`src/rtl/axi4_lite_pkg.sv`:
```
// Shared AXI4-Lite definitions used by the slave register file and the master.
//   RESP_*     : AXI response encodings
//   wr_state_e : write channel FSM states
//   rd_state_e : read channel FSM states
//   clog2      : ceiling log2 for sizing localparams
package axi4_lite_pkg;

   localparam logic [1:0] RESP_OKAY   = 2'b00;
   localparam logic [1:0] RESP_EXOKAY = 2'b01;
   localparam logic [1:0] RESP_SLVERR = 2'b10;
   localparam logic [1:0] RESP_DECERR = 2'b11;

   typedef enum logic {W_IDLE, W_RESP} wr_state_e;
   typedef enum logic {R_IDLE, R_DATA} rd_state_e;

   function automatic int unsigned clog2(input int unsigned value);
      int unsigned result;
      result = 0;
      for (int unsigned i = 0; i < 32; i++) begin
         if ((64'd1 << i) < 64'(value)) result = i + 1;
      end
      return result;
   endfunction

endpackage

```
`src/rtl/axi4_lite_wr_collector.sv`:
```
// Collects the AW and W halves of an AXI4-Lite write, which may arrive in
// either order with any skew, and presents them together once both are held.
//   clk, rst_n        : clock, asynchronous active-low reset
//   wr_idle           : write FSM is idle and allowed to accept
//   b_done            : B handshake; releases both holds
//   awaddr/awvalid/awready, wdata/wstrb/wvalid/wready : AXI write channels
//   wr_go             : both halves held while idle; commit this cycle
//   wr_addr/wr_data/wr_strb : held write transaction
module axi4_lite_wr_collector #(
   parameter int unsigned AW = 32,
   parameter int unsigned DW = 32
) (
   input  logic            clk,
   input  logic            rst_n,
   input  logic            wr_idle,
   input  logic            b_done,
   input  logic [AW-1:0]   awaddr,
   input  logic            awvalid,
   output logic            awready,
   input  logic [DW-1:0]   wdata,
   input  logic [DW/8-1:0] wstrb,
   input  logic            wvalid,
   output logic            wready,
   output logic            wr_go,
   output logic [AW-1:0]   wr_addr,
   output logic [DW-1:0]   wr_data,
   output logic [DW/8-1:0] wr_strb
);

   logic            aw_held_q, w_held_q;
   logic [AW-1:0]   addr_q;
   logic [DW-1:0]   data_q;
   logic [DW/8-1:0] strb_q;

   assign awready = wr_idle && !aw_held_q;
   assign wready  = wr_idle && !w_held_q;
   assign wr_go   = wr_idle && aw_held_q && w_held_q;
   assign wr_addr = addr_q;
   assign wr_data = data_q;
   assign wr_strb = strb_q;

   always_ff @(posedge clk or negedge rst_n) begin
      if (!rst_n) begin
         aw_held_q <= 1'b0;
         w_held_q  <= 1'b0;
         addr_q    <= '0;
         data_q    <= '0;
         strb_q    <= '0;
      end else if (b_done) begin
         aw_held_q <= 1'b0;
         w_held_q  <= 1'b0;
      end else begin
         if (awvalid && awready) begin
            aw_held_q <= 1'b1;
            addr_q    <= awaddr;
         end
         if (wvalid && wready) begin
            w_held_q <= 1'b1;
            data_q   <= wdata;
            strb_q   <= wstrb;
         end
      end
   end

endmodule

```
`src/rtl/axi4_lite_slave_regs.sv`:
```
// AXI4-Lite slave register file with byte-strobe writes, optional read-only
// status slots fed from hw_in, and SLVERR for out-of-range or read-only writes.
//   S_AXI_ACLK, S_AXI_ARESETN : clock, asynchronous active-low reset
//   S_AXI_AW*/W*/B*/AR*/R*    : AXI4-Lite slave channels (PROT ignored)
//   reg_out  : flat register contents, reg i at [i*DW +: DW]
//   hw_in    : status inputs, used only for RO_MASK slots
//   wr_pulse : one-cycle strobe, bit i high while reg i's new value is on reg_out
module axi4_lite_slave_regs #(
   parameter int unsigned         C_S_AXI_ADDR_WIDTH = 32,
   parameter int unsigned         C_S_AXI_DATA_WIDTH = 32,
   parameter int unsigned         NUM_REGS           = 8,
   parameter logic [NUM_REGS-1:0] RO_MASK            = '0
) (
   input  logic                               S_AXI_ACLK,
   input  logic                               S_AXI_ARESETN,
   input  logic [C_S_AXI_ADDR_WIDTH-1:0]      S_AXI_AWADDR,
   input  logic [2:0]                         S_AXI_AWPROT,
   input  logic                               S_AXI_AWVALID,
   output logic                               S_AXI_AWREADY,
   input  logic [C_S_AXI_DATA_WIDTH-1:0]      S_AXI_WDATA,
   input  logic [C_S_AXI_DATA_WIDTH/8-1:0]    S_AXI_WSTRB,
   input  logic                               S_AXI_WVALID,
   output logic                               S_AXI_WREADY,
   output logic [1:0]                         S_AXI_BRESP,
   output logic                               S_AXI_BVALID,
   input  logic                               S_AXI_BREADY,
   input  logic [C_S_AXI_ADDR_WIDTH-1:0]      S_AXI_ARADDR,
   input  logic [2:0]                         S_AXI_ARPROT,
   input  logic                               S_AXI_ARVALID,
   output logic                               S_AXI_ARREADY,
   output logic [C_S_AXI_DATA_WIDTH-1:0]      S_AXI_RDATA,
   output logic [1:0]                         S_AXI_RRESP,
   output logic                               S_AXI_RVALID,
   input  logic                               S_AXI_RREADY,
   output logic [NUM_REGS*C_S_AXI_DATA_WIDTH-1:0] reg_out,
   input  logic [NUM_REGS*C_S_AXI_DATA_WIDTH-1:0] hw_in,
   output logic [NUM_REGS-1:0]                wr_pulse
);
   import axi4_lite_pkg::*;

   localparam int unsigned AW       = C_S_AXI_ADDR_WIDTH;
   localparam int unsigned DW       = C_S_AXI_DATA_WIDTH;
   localparam int unsigned SW       = DW / 8;
   localparam int unsigned ADDR_LSB = clog2(SW);
   localparam int unsigned IW       = clog2(NUM_REGS);

   logic [DW-1:0] regs_q [NUM_REGS];
   logic [DW-1:0] hw_arr [NUM_REGS];

   for (genvar i = 0; i < NUM_REGS; i++) begin : g_flat
      assign reg_out[i*DW +: DW] = regs_q[i];
      assign hw_arr[i]           = hw_in[i*DW +: DW];
   end

   // Keeps READY low for the first cycle after reset as well as during it.
   logic alive_q;

   // ---------------- write path ----------------
   wr_state_e     wr_state_q, wr_state_d;
   logic          wr_idle, wr_go, b_done, w_ok;
   logic [AW-1:0] wr_addr;
   logic [DW-1:0] wr_data;
   logic [SW-1:0] wr_strb;
   logic [IW-1:0] w_idx;
   logic [1:0]    bresp_q;
   logic [NUM_REGS-1:0] wr_pulse_q;

   assign wr_idle = alive_q && (wr_state_q == W_IDLE);
   assign b_done  = (wr_state_q == W_RESP) && S_AXI_BREADY;

   axi4_lite_wr_collector #(
      .AW (AW),
      .DW (DW)
   ) u_wr_collector (
      .clk     (S_AXI_ACLK),
      .rst_n   (S_AXI_ARESETN),
      .wr_idle (wr_idle),
      .b_done  (b_done),
      .awaddr  (S_AXI_AWADDR),
      .awvalid (S_AXI_AWVALID),
      .awready (S_AXI_AWREADY),
      .wdata   (S_AXI_WDATA),
      .wstrb   (S_AXI_WSTRB),
      .wvalid  (S_AXI_WVALID),
      .wready  (S_AXI_WREADY),
      .wr_go   (wr_go),
      .wr_addr (wr_addr),
      .wr_data (wr_data),
      .wr_strb (wr_strb)
   );

   assign w_idx = wr_addr[ADDR_LSB +: IW];
   assign w_ok  = !(|wr_addr[AW-1:ADDR_LSB+IW]) && !RO_MASK[w_idx];

   always_comb begin
      wr_state_d = wr_state_q;
      case (wr_state_q)
         W_IDLE:  if (wr_go) wr_state_d = W_RESP;
         W_RESP:  if (S_AXI_BREADY) wr_state_d = W_IDLE;
         default: wr_state_d = W_IDLE;
      endcase
   end

   always_ff @(posedge S_AXI_ACLK or negedge S_AXI_ARESETN) begin
      if (!S_AXI_ARESETN) begin
         alive_q    <= 1'b0;
         wr_state_q <= W_IDLE;
         bresp_q    <= RESP_OKAY;
         wr_pulse_q <= '0;
         for (int i = 0; i < NUM_REGS; i++) regs_q[i] <= '0;
      end else begin
         alive_q    <= 1'b1;
         wr_state_q <= wr_state_d;
         wr_pulse_q <= '0;
         if (wr_go) begin
            bresp_q <= w_ok ? RESP_OKAY : RESP_SLVERR;
            if (w_ok) begin
               // Pulse even for WSTRB=0 so fabric sees every accepted write.
               wr_pulse_q <= NUM_REGS'(1) << w_idx;
               for (int b = 0; b < SW; b++) begin
                  if (wr_strb[b]) regs_q[w_idx][8*b +: 8] <= wr_data[8*b +: 8];
               end
            end
         end
      end
   end

   assign S_AXI_BVALID = (wr_state_q == W_RESP);
   assign S_AXI_BRESP  = bresp_q;
   assign wr_pulse     = wr_pulse_q;

   // ---------------- read path ----------------
   rd_state_e     rd_state_q, rd_state_d;
   logic          ar_hs, r_oor;
   logic [IW-1:0] r_idx;
   logic [DW-1:0] rdata_q, rdata_d;
   logic [1:0]    rresp_q, rresp_d;

   assign S_AXI_ARREADY = alive_q && (rd_state_q == R_IDLE);
   assign ar_hs         = S_AXI_ARVALID && S_AXI_ARREADY;
   assign r_idx         = S_AXI_ARADDR[ADDR_LSB +: IW];
   assign r_oor         = |S_AXI_ARADDR[AW-1:ADDR_LSB+IW];

   always_comb begin
      rd_state_d = rd_state_q;
      rdata_d    = '0;
      rresp_d    = RESP_SLVERR;
      if (!r_oor) begin
         rresp_d = RESP_OKAY;
         rdata_d = RO_MASK[r_idx] ? hw_arr[r_idx] : regs_q[r_idx];
      end
      case (rd_state_q)
         R_IDLE:  if (ar_hs) rd_state_d = R_DATA;
         R_DATA:  if (S_AXI_RREADY) rd_state_d = R_IDLE;
         default: rd_state_d = R_IDLE;
      endcase
   end

   // Sampling regs_q here gives the pre-write value when a commit hits the same edge.
   always_ff @(posedge S_AXI_ACLK or negedge S_AXI_ARESETN) begin
      if (!S_AXI_ARESETN) begin
         rd_state_q <= R_IDLE;
         rdata_q    <= '0;
         rresp_q    <= RESP_OKAY;
      end else begin
         rd_state_q <= rd_state_d;
         if (ar_hs) begin
            rdata_q <= rdata_d;
            rresp_q <= rresp_d;
         end
      end
   end

   assign S_AXI_RVALID = (rd_state_q == R_DATA);
   assign S_AXI_RDATA  = rdata_q;
   assign S_AXI_RRESP  = rresp_q;

   logic unused_ok;
   assign unused_ok = ^{S_AXI_AWPROT, S_AXI_ARPROT, wr_addr[ADDR_LSB-1:0],
                        S_AXI_ARADDR[ADDR_LSB-1:0]};

endmodule

```
`config.mk`:
```
export PLATFORM = sky130hd
export DESIGN_NAME = axi4_lite_slave_regs
export DESIGN_NICKNAME = d
export VERILOG_FILES = /design/src/rtl/axi4_lite_pkg.sv /design/src/rtl/axi4_lite_wr_collector.sv /design/src/rtl/axi4_lite_slave_regs.sv
export SDC_FILE = /design/constraint.sdc
export NUM_CORES = 1
export LEC_CHECK = 0
export ABC_AREA = 1
export BUFFER_PORTS_ARGS = -buffer_cell sky130_fd_sc_hd__clkbuf_2
export CAP_MARGIN = 20
export CORE_AREA = 2 2 266 268
export DETAILED_ROUTE_END_ITERATION = 8
export DIE_AREA = 0 0 268 270
export PLACE_DENSITY = 0.52
export SYNTH_ARGS = -nofsm -noshare
export SYNTH_HDL_FRONTEND = slang
export SYNTH_SLANG_ARGS = --single-unit
```
`constraint.sdc`:
```
create_clock -name S_AXI_ACLK -period 2.1 [get_ports S_AXI_ACLK]
set_clock_uncertainty 0.2 [all_clocks]
set_input_delay 0.105 -clock S_AXI_ACLK [delete_from_list [all_inputs] [get_ports S_AXI_ACLK]]
set_output_delay 0.105 -clock S_AXI_ACLK [all_outputs]
set_load 0.05 [all_outputs]
```
# After elaboration in Yosys (flattened, before gate mapping)
# Memory sizes are Yosys's and may differ from the RTL's.
# Index checks and enable logic that the tools add are counted.
dict set report totals {
  reg_bits 373
  rom_bits 16
  input_bits 369
  output_inout_bits 305
  word_cells 102
  n_memories 2
}
# name depth width rd rd_clocked_by_memory_dff wr line_no
set mem_list {}
lappend mem_list {{(no name shown)} 8 1 1 0 0 axi4_lite_slave_regs.sv:150} ;# rdata_d = RO_MASK[r_idx] ? hw_arr[r_idx] : regs_q[r_idx];
lappend mem_list {{(no name shown)} 8 1 1 0 0 axi4_lite_slave_regs.sv:93} ;# assign w_ok = !(|wr_addr[AW-1:ADDR_LSB+IW]) && !RO_MASK[w_idx];
dict set report op_classes {
  n_lt_le_gt_ge 5
  n_shift 1
  n_mux 46
  bitwise_logic 5
  reduce_logical 23
}
# cell n
set ops {}
lappend ops {{256-bit 2-to-1 mux} 10}
lappend ops {{256-bit bitwise mux} 4}
lappend ops {{32-bit demux with 3-bit select} 4}
lappend ops {{32-bit 2-to-1 mux} 7}
lappend ops {{32-bit binary-select mux with 3-bit select} 2}
lappend ops {{27-bit OR reduction} 2}
lappend ops {{24-bit 2-to-1 mux} 1}
lappend ops {{8-bit 2-to-1 mux} 3}
lappend ops {{16-bit 2-to-1 mux} 1}
lappend ops {{1-bit logical AND} 12}
lappend ops {{1-bit 2-to-1 mux} 10}
lappend ops {{4-bit greater-or-equal comparator (second input constant)} 2}
lappend ops {{3-bit by 4-bit less-than comparator with 1-bit output (second input constant)} 2}
lappend ops {{3-bit NOT with 4-bit output} 2}
lappend ops {{1-bit by 3-bit << shifter with 8-bit output (first input constant)} 1}
lappend ops {{2-bit AND reduction} 3}
lappend ops {{1-bit zero test} 4}
lappend ops {{4-bit by 1-bit less-than comparator with 1-bit output (second input constant)} 1}
lappend ops {{2-bit 2-to-1 mux} 2}
lappend ops {{1-bit case mux with 2 select lines} 2}
lappend ops {{2-bit nonzero test} 2}
lappend ops {{1-bit NOT} 3}

# Logic depth before layout (Yosys ltp)
# Gate-level depths: netlist (run 1).
dict set report logic_depth {
  ltp_word 19
  mapped_depth 10
  depth_no_buf 9
}

# Modules after synthesis
# From an unflattened synthesis (run 1), not the netlist that was laid out.
dict set report unflattened {
  cells_unflattened 2270
  hier_area_um2 18172.4
}
# mod n_inst cells_each area_per_inst_um2 seq_area_each_um2
set modules_own_cells {}
lappend modules_own_cells {axi4_lite_slave_regs 1 1963 15381.0 7532.2}
lappend modules_own_cells {axi4_lite_wr_collector 1 307 2791.4 1751.7}

# Worst setup path after synthesis (run 1)
# No wires, ideal clock.
dict set report synth_path {
  path_type {flip-flop to flip-flop}
  start {reg wr_state_q (netlist: S_AXI_BVALID)}
  end {reg u_wr_collector.addr_q[10] (netlist: u_wr_collector.wr_addr[10])}
  setup_ps 125
  arrival_time_ps 2376
  t_required_ps 1775
  setup_slack_ps -600
  path_stages_with_launch 7
  n_path_buf 1
  synth_period_minus_slack_ps 2700
  path_cell_list {dfrtp_1 -> nor2_2 -> inv_1 -> nor2_1 -> nand2_1 -> buf_2 -> mux2_2}
}
dict set report synth_between {
  elab_chain_cells 5
  elab_cells_between_ends 7
  cone_classes {bitwise: 2; reduce/logical: 5}
}
# item line_no
set synth_rtl {}
lappend synth_rtl {{start, declared} axi4_lite_slave_regs.sv:59} ;# wr_state_e wr_state_q, wr_state_d;
lappend synth_rtl {{start signal, assigned} axi4_lite_slave_regs.sv:113} ;# wr_state_q <= wr_state_d;
lappend synth_rtl {{1-bit NOT} axi4_lite_slave_regs.sv:68} ;# assign wr_idle = alive_q && (wr_state_q == W_IDLE);
lappend synth_rtl {{1-bit logical AND} axi4_lite_slave_regs.sv:68}
lappend synth_rtl {{1-bit logical AND} axi4_lite_wr_collector.sv:35} ;# assign awready = wr_idle && !aw_held_q;
lappend synth_rtl {{named net S_AXI_AWREADY} axi4_lite_slave_regs.sv:19} ;# output logic S_AXI_AWREADY,
lappend synth_rtl {{1-bit logical AND} axi4_lite_wr_collector.sv:53} ;# if (awvalid && awready) begin
lappend synth_rtl {{2-bit AND reduction (no line)} --}
lappend synth_rtl {{end signal, assigned} axi4_lite_wr_collector.sv:55} ;# addr_q <= awaddr;
lappend synth_rtl {{end, declared} axi4_lite_wr_collector.sv:31} ;# logic [AW-1:0] addr_q;
# The timed path passes the listed nets, and every way through them passes these cells.
# A chain may end at the register's enable or synchronous reset.

# Final worst setup path (run 1)
dict set report layout_path {
  start {reg wr_state_q (netlist: S_AXI_BVALID)}
  end {reg regs_q, in the netlist reg_out[50]}
}
dict set report layout_between {
  elab_chain_cells 5
}
# item line_no
set layout_rtl {}
lappend layout_rtl {{1-bit NOT} axi4_lite_slave_regs.sv:68}
lappend layout_rtl {{1-bit logical AND} axi4_lite_slave_regs.sv:68}
lappend layout_rtl {{1-bit logical AND (2 in a row)} axi4_lite_wr_collector.sv:37} ;# assign wr_go = wr_idle && aw_held_q && w_held_q;
lappend layout_rtl {{2-bit AND reduction (no line)} --}
lappend layout_rtl {{end signal, assigned by index} axi4_lite_slave_regs.sv:121} ;# if (wr_strb[b]) regs_q[w_idx][8*b +: 8] <= wr_data[8*b +: 8];
lappend layout_rtl {{end, declared} axi4_lite_slave_regs.sv:47} ;# logic [DW-1:0] regs_q [NUM_REGS];
# No other way between the ends.

==> results of run 1 <==
-- worst max-delay path, stage by stage, from the launching register on --
cell	delay (ns)
dfrtp_2	0.43
nor2_4	0.14
nand2_2	0.09
nor2_4	0.13
nand2_4	0.07
nor2_8	0.14
buf_12	0.14
buf_12	0.15
buf_12	0.14
nand3_4	0.15
nand2_1	0.10
nand2_1	0.05
-- power groups by stage --
stage | combinational [uW] | sequential [uW] | clock, uW
after floorplan | 3650 | 8180 | 0
after global placement | 5360 | 9180 | 0
after detailed placement | 5370 | 9180 | 0
after CTS | 5560 | 9060 | 8600
after global routing | 6080 | 9200 | 8880
final | 5640 | 9110 | 8440
-- layout make-up --
type | instances | area [um2] | share of cell area, %
inverter | 31 | 118.9 | 0.4724
sequential | 369 | 9239 | 36.72
clock buffer | 72 | 1463 | 5.813
timing repair buffer | 659 | 4866 | 19.34
clock inverter | 12 | 153.9 | 0.6116
multi-input combinational | 1613 | 8147 | 32.38
tap | 940 | 1176 | 4.674
-- registers in the layout, indices dropped and copies added (netlist names), 4 cells and up --
| name | count |
|---|---|
| reg_out | 256 |
| S_AXI_RDATA | 32 |
| u_wr_collector.wr_data | 32 |
| u_wr_collector.wr_addr | 30 |
| wr_pulse | 8 |
| u_wr_collector.wr_strb | 4 |
-- how the worst max path moves through the flow --
stage	from	endpoint	slack, ns	cells past startpoint
floorplan	S_AXI_RVALID	S_AXI_RDATA[28]	0.002	7
global placement	u_wr_collector.wr_addr[10]	reg_out[66]	-0.02	10
detailed placement	u_wr_collector.wr_addr[10]	reg_out[33]	-0.03	10
CTS	u_wr_collector.wr_addr[10]	reg_out[237]	0.009	11
global route	u_wr_collector.wr_addr[22]	reg_out[213]	-0.07	11
finish	S_AXI_BVALID	reg_out[50]	0.05	11
-- cells in the mapped netlist (all sizes together) --
library cell,number
nand3b,1
clkinv,8
clkbuf,116
dfrtp,369
a21oi,14
nand4,256
mux2,53
conb,2
nor2,186
nor3,74
nand3,184
inv,23
buf,64
nand2,780
o21ai,62
-- cells by family (layout without fill, tap and decap cells) --
kind of cell	after synthesis	after routing	synth area share, %
AO/OA/AOI/OAI	76	76	2.094
multiplexers	53	53	3.286
AND/OR/NAND/NOR	1481	1481	38.09
flip-flops	369	369	50.84
buffers and inverters	211	774	5.649
other	2	3	0.04135
-- metrics by stage --
step	TNS, ns	instances	hold slack [ns]	instance area [um2]
3_5_place_dp	-0.2384	3493	-0.1665	22060
5_1_grt	-4.434	3696	0.1026	25160
4_1_cts	0	3683	0.04666	24750
3_3_place_gp	-0.1870	3493	-0.1714	22060
2_1_floorplan	0	2193	-0.3906	18190
6_report	0	3696	0.08357	25160
-- metal layers --
layer  GRT usage (%)  part of all wire, %  routed length (um)
met1           29.03                   44               34160
met5               0                    0                   0
met4           4.969                  2.3                1790
met2           31.32                   44               34020
met3           6.574                   10                7889
-- what timing repair did --
action / in CTS / in global routing
gates cloned: 0 / 4
hold buffers: 106 / 0
hold endpoints to repair: 472 / 0
pin swaps: 0 / 14
setup buffers: 0 / 9
setup endpoints to repair: 29 / 260
gates resized for setup: 1 / 88
==> results.yml, run 1 <==
outcome:
  status: "finished, final reports clean"
clock_network:
  insertion_delay_ns: 0.57
  cts_root_buf: "clkbuf_16"
  tritoncts: "done"
  ctsLongestPathBuffers: 3
  numCtsBuffers: 46
  htreeDepth: 2
  path_clk_slew_ns: 0.06
  clkSinkCount: 369
pwr:
  power.total_uw: 23190
  power_per_cell_area_nw_per_um2: 921.5
  clkPwrFrac_pct: 36.4
  pwr-share-seq_pct: 39.3
  ir_drop_v: 0.0006802
  share_comb_of_total_power_pct: 24.3
  p_leak_uw: 0.01291
  intPower_uw: 14830
  power_switching_uw: 8352
  swShare_pct: 36.02
place:
  dp_slack_ns: -0.02724
  portBuffers: 405
  dp_hpwl_um: 53800
  place_congestion: 0.8289
final_layout:
  postLayoutCoreUtil_pct: 36.18
  syn_to_final_growth_pct: 38.54
  final_cell_mix: "709 x nand2_1, 402 x clkbuf_2, 365 x dfrtp_1"
  drive_above_1_share_pct: 29.46
  nets: 3089
  fillCellCount: 7237
  diodes: 0
  layout_commonest_cell: "nand2_1"
synthesis:
  yosys_register_bits: 369
  ys_warn_count: 0
  synth_area_leader_cell: "dfrtp_1"
  yosys-top-cells-area: "dfrtp_1 51%, nand2_1 16%, nand4_1 8.8%"
  netlist_instances: 2192
  synth.avg_cell_area_um2: 8.286
  syn_area_um2: 18160
  synth.top_cell.area_share_pct: 50.84
  yosysSeqAreaShare_pct: 50.84
  ys_types: 26
routing:
  firstDrtPassIters: 5
  drt_iter0_drc: 1438
  vias: 18020
  final_antenna_net_count: 0
  drcViolationCount: 0
  viasPerCell: 4.877
  wl_per_cell_um: 21.07
  wirelength_um: 77860
job:
  drv_cap: 0
sta:
  worst_slew_pin_slew_ns: 0.6430
  setup_viol: 0
  fin_crit_sh_pct: 97.42
  period_minus_slack_ns: 2.046
  max_freq_ghz: 0.4888
  slew_headroom_pct: 57.13
  rsz0062_at_grt: "true"
  finalHoldViolations: 0
  worst_slack_ns: 0.05414
  drv_slew: 0
critical_path:
  r2r_cells: 11
  r2r_start: "S_AXI_BVALID"
  crit_path_start_kind: "flip-flop"
  crit_required_ns: 2.36
  end_kind: "flip-flop"
  crit_path_max_fanout: 8
  reg2reg_setup_slack_ns: 0.05
  criticalPathCategory: "reg -> reg"
  crit_arrival_ns: 2.30
  r2r_end: "reg_out[50]"
floorplan:
  pin_count: 674
  initial_core_util_pct: 26.12
  core_um2: 69540
  die_area_um2: 72360
  die_y_um: 270
  dieWidth_um: 268
  rows: 97
worst_hold_path:
  hp-start: "S_AXI_ARADDR[2]"
  hold_end: "S_AXI_RDATA[31]"
  hold_depth: 8
  hold_class: "in -> reg"
grt:
  grt_max_degree: 96
  grt_pass1_wl_um: 113700
  antenna_found_initial: 0
  grt_use_total_pct: 20.85
  overflow: 0
  first_global_vias: 17170
Note: power is estimated with default switching activity, not from simulation.
==> run 2: changes to the inputs <==
--- a/config.mk
+++ b/config.mk
@@ -6,7 +6,7 @@
 export NUM_CORES = 1
 export LEC_CHECK = 0
 export ABC_AREA = 1
-export BUFFER_PORTS_ARGS = -buffer_cell sky130_fd_sc_hd__clkbuf_2
+export BUFFER_PORTS_ARGS = -buffer_cell sky130_fd_sc_hd__buf_2
 export CAP_MARGIN = 20
 export CORE_AREA = 2 2 266 268
 export DETAILED_ROUTE_END_ITERATION = 8
==> results.yml, run 2 (same netlist as run 1, synthesis figures left out) <==
clock_network:
  path_clk_slew_ns: 0.06
  htreeDepth: 2
  cts_root_buf: "clkbuf_16"
  ctsLongestPathBuffers: 3
  tritoncts: "done"
  numCtsBuffers: 45
  clkSinkCount: 369
  insertion_delay_ns: 0.57
grt:
  grt_pass1_wl_um: 114400
  top_usage_layer: "met2"
  overflow: 0
  grt_use_total_pct: 20.86
  antenna_found_initial: 1
  grt_util_met3_pct: 5.315
  grt_max_degree: 79
  grt.met2_usage_pct: 32.24
  first_global_vias: 17570
  met1_usage_pct: 28.96
routing:
  vias: 18100
  final_antenna_net_count: 0
  drt_iter0_drc: 1461
  firstDrtPassIters: 7
  viasPerCell: 4.930
  wirelength_um: 77860
  wl_per_cell_um: 21.21
  drcViolationCount: 0
place:
  portBuffers: 405
  dpl.cell_count: 3475
  dp_hpwl_um: 53010
  place_congestion: 0.8241
critical_path:
  end_kind: "flip-flop"
  crit_path_max_fanout: 12
  crit_arrival_ns: 2.35
  crit_path_start_kind: "flip-flop"
  r2r_start: "S_AXI_BVALID"
  worstSetupStartpoint: "S_AXI_BVALID"
  criticalPathCategory: "reg -> reg"
  crit_required_ns: 2.35
sta:
  period_minus_slack_ns: 2.095
  drv_slew: 0
  finalHoldViolations: 0
  fin_crit_sh_pct: 99.77
  slew_headroom_pct: 58.16
  rsz0062_at_grt: "true"
  worst_slew_pin_slew_ns: 0.6275
  setup_viol: 0
  max_freq_ghz: 0.4773
worst_hold_path:
  hp-start: "S_AXI_ARADDR[28]"
  hold_class: "in -> reg"
job:
  drv_cap: 0
outcome:
  status: "finished, final reports clean"
final_layout:
  diodes: 0
  postLayoutCoreUtil_pct: 35.81
  drive_above_1_share_pct: 29.26
  nets: 3066
  layout_commonest_cell: "nand2_1"
  final_cell_mix: "704 x nand2_1, 403 x buf_2, 365 x dfrtp_1"
  largest_reg_flops: 256
  fin_cells: 3671
  syn_to_final_growth_pct: 37.10
floorplan:
  rows: 97
  core_um2: 69540
  die_area_um2: 72360
  pin_count: 674
  die_y_um: 270
  dieWidth_um: 268
  initial_core_util_pct: 26.12
pwr:
  power_per_cell_area_nw_per_um2: 912.2
  ir_drop_v: 0.0007293
  p_leak_uw: 0.01301
[run 2: cell types whose count changed in the layout (fill, tap and decap cells not counted), moves of 5 or more]
cell and delta:
clkbuf_8 -5, clkbuf_2 -402, dlygate4sd3_1 -5, buf_2 +402, nand2_1 -5, buf_12 -6
buf_4 -12, clkinv_2 +7
[run 2: area by class of cell]
cell class / instances / area [um2]
Fill cell: 7295 / 44640
Sequential cell: 369 / 9239
Multi-Input combinational cell: 1613 / 8164
Timing Repair Buffer: 637 / 4703
Clock buffer: 62 / 1290
Tap cell: 940 / 1176
Clock inverter: 19 / 210.2
Inverter: 31 / 118.9
[run 2: timing repair]
action	4_1_cts	5_1_grt
endpoints found under the hold margin	472	0
cloned	0	6
pin swaps	2	10
endpoints found under the setup margin	40	230
resized for setup	3	91
buffers inserted	0	8
hold buffers	101	0
[run 2: worst paths after layout]
path                            cells after the start                    endpoint  slack [ns]
worst max-delay path                               11                reg_out[137]       0.005
worst min-delay path                                9             S_AXI_RDATA[26]        0.05
worst max register to register                     11                reg_out[137]       0.005
worst min register to register                      2             S_AXI_RDATA[21]        0.27
max in group asynchronous                           4   u_wr_collector.wr_data[8]        0.70
min in group asynchronous                           4  u_wr_collector.wr_data[24]        0.50
[run 2: critical path: stages (launching register included)]
cell and delay, ns:
dfrtp_2 0.43, nor2_2 0.13, nand2_1 0.11, nor2_2 0.16, nand2_4 0.08, nor2_8 0.09, buf_12 0.16, buf_6 0.14
clkbuf_16 0.17, nand3_4 0.14, nand2_1 0.10, nand2_1 0.05
[run 2: stage by stage]
stage	total power [uW]	hold WS, ns	area [um2]	setup TNS [ns]	setup WS, ns
2_1_floorplan	11830	-0.3906	18190	0	0.002361
3_3_place_gp	14480	-0.1907	21870	-0.4696	-0.02400
3_5_place_dp	14520	-0.1895	21870	-0.6876	-0.04634
4_1_cts	22740	0.001134	24400	0	0.001994
5_1_grt	23580	0.07453	24900	-14.03	-0.1066
6_report	22710	0.04670	24900	0	0.004930
[run 2: where the power goes]
group	internal (uW)	switching [uW]	leakage (uW)	total, uW
clock	4780	3250	0.000739	8030
sequential	7780	1360	0.00498	9130
combinational	1830	3720	0.00729	5550
total	14400	8330	0.0130	22700
[run 2: routing by layer]
metal / routed length, um / part of all wire [%]
met1: 35250 / 45
met2: 34520 / 44
met3: 6431 / 8.3
met4: 1662 / 2.1
met5: 0 / 0
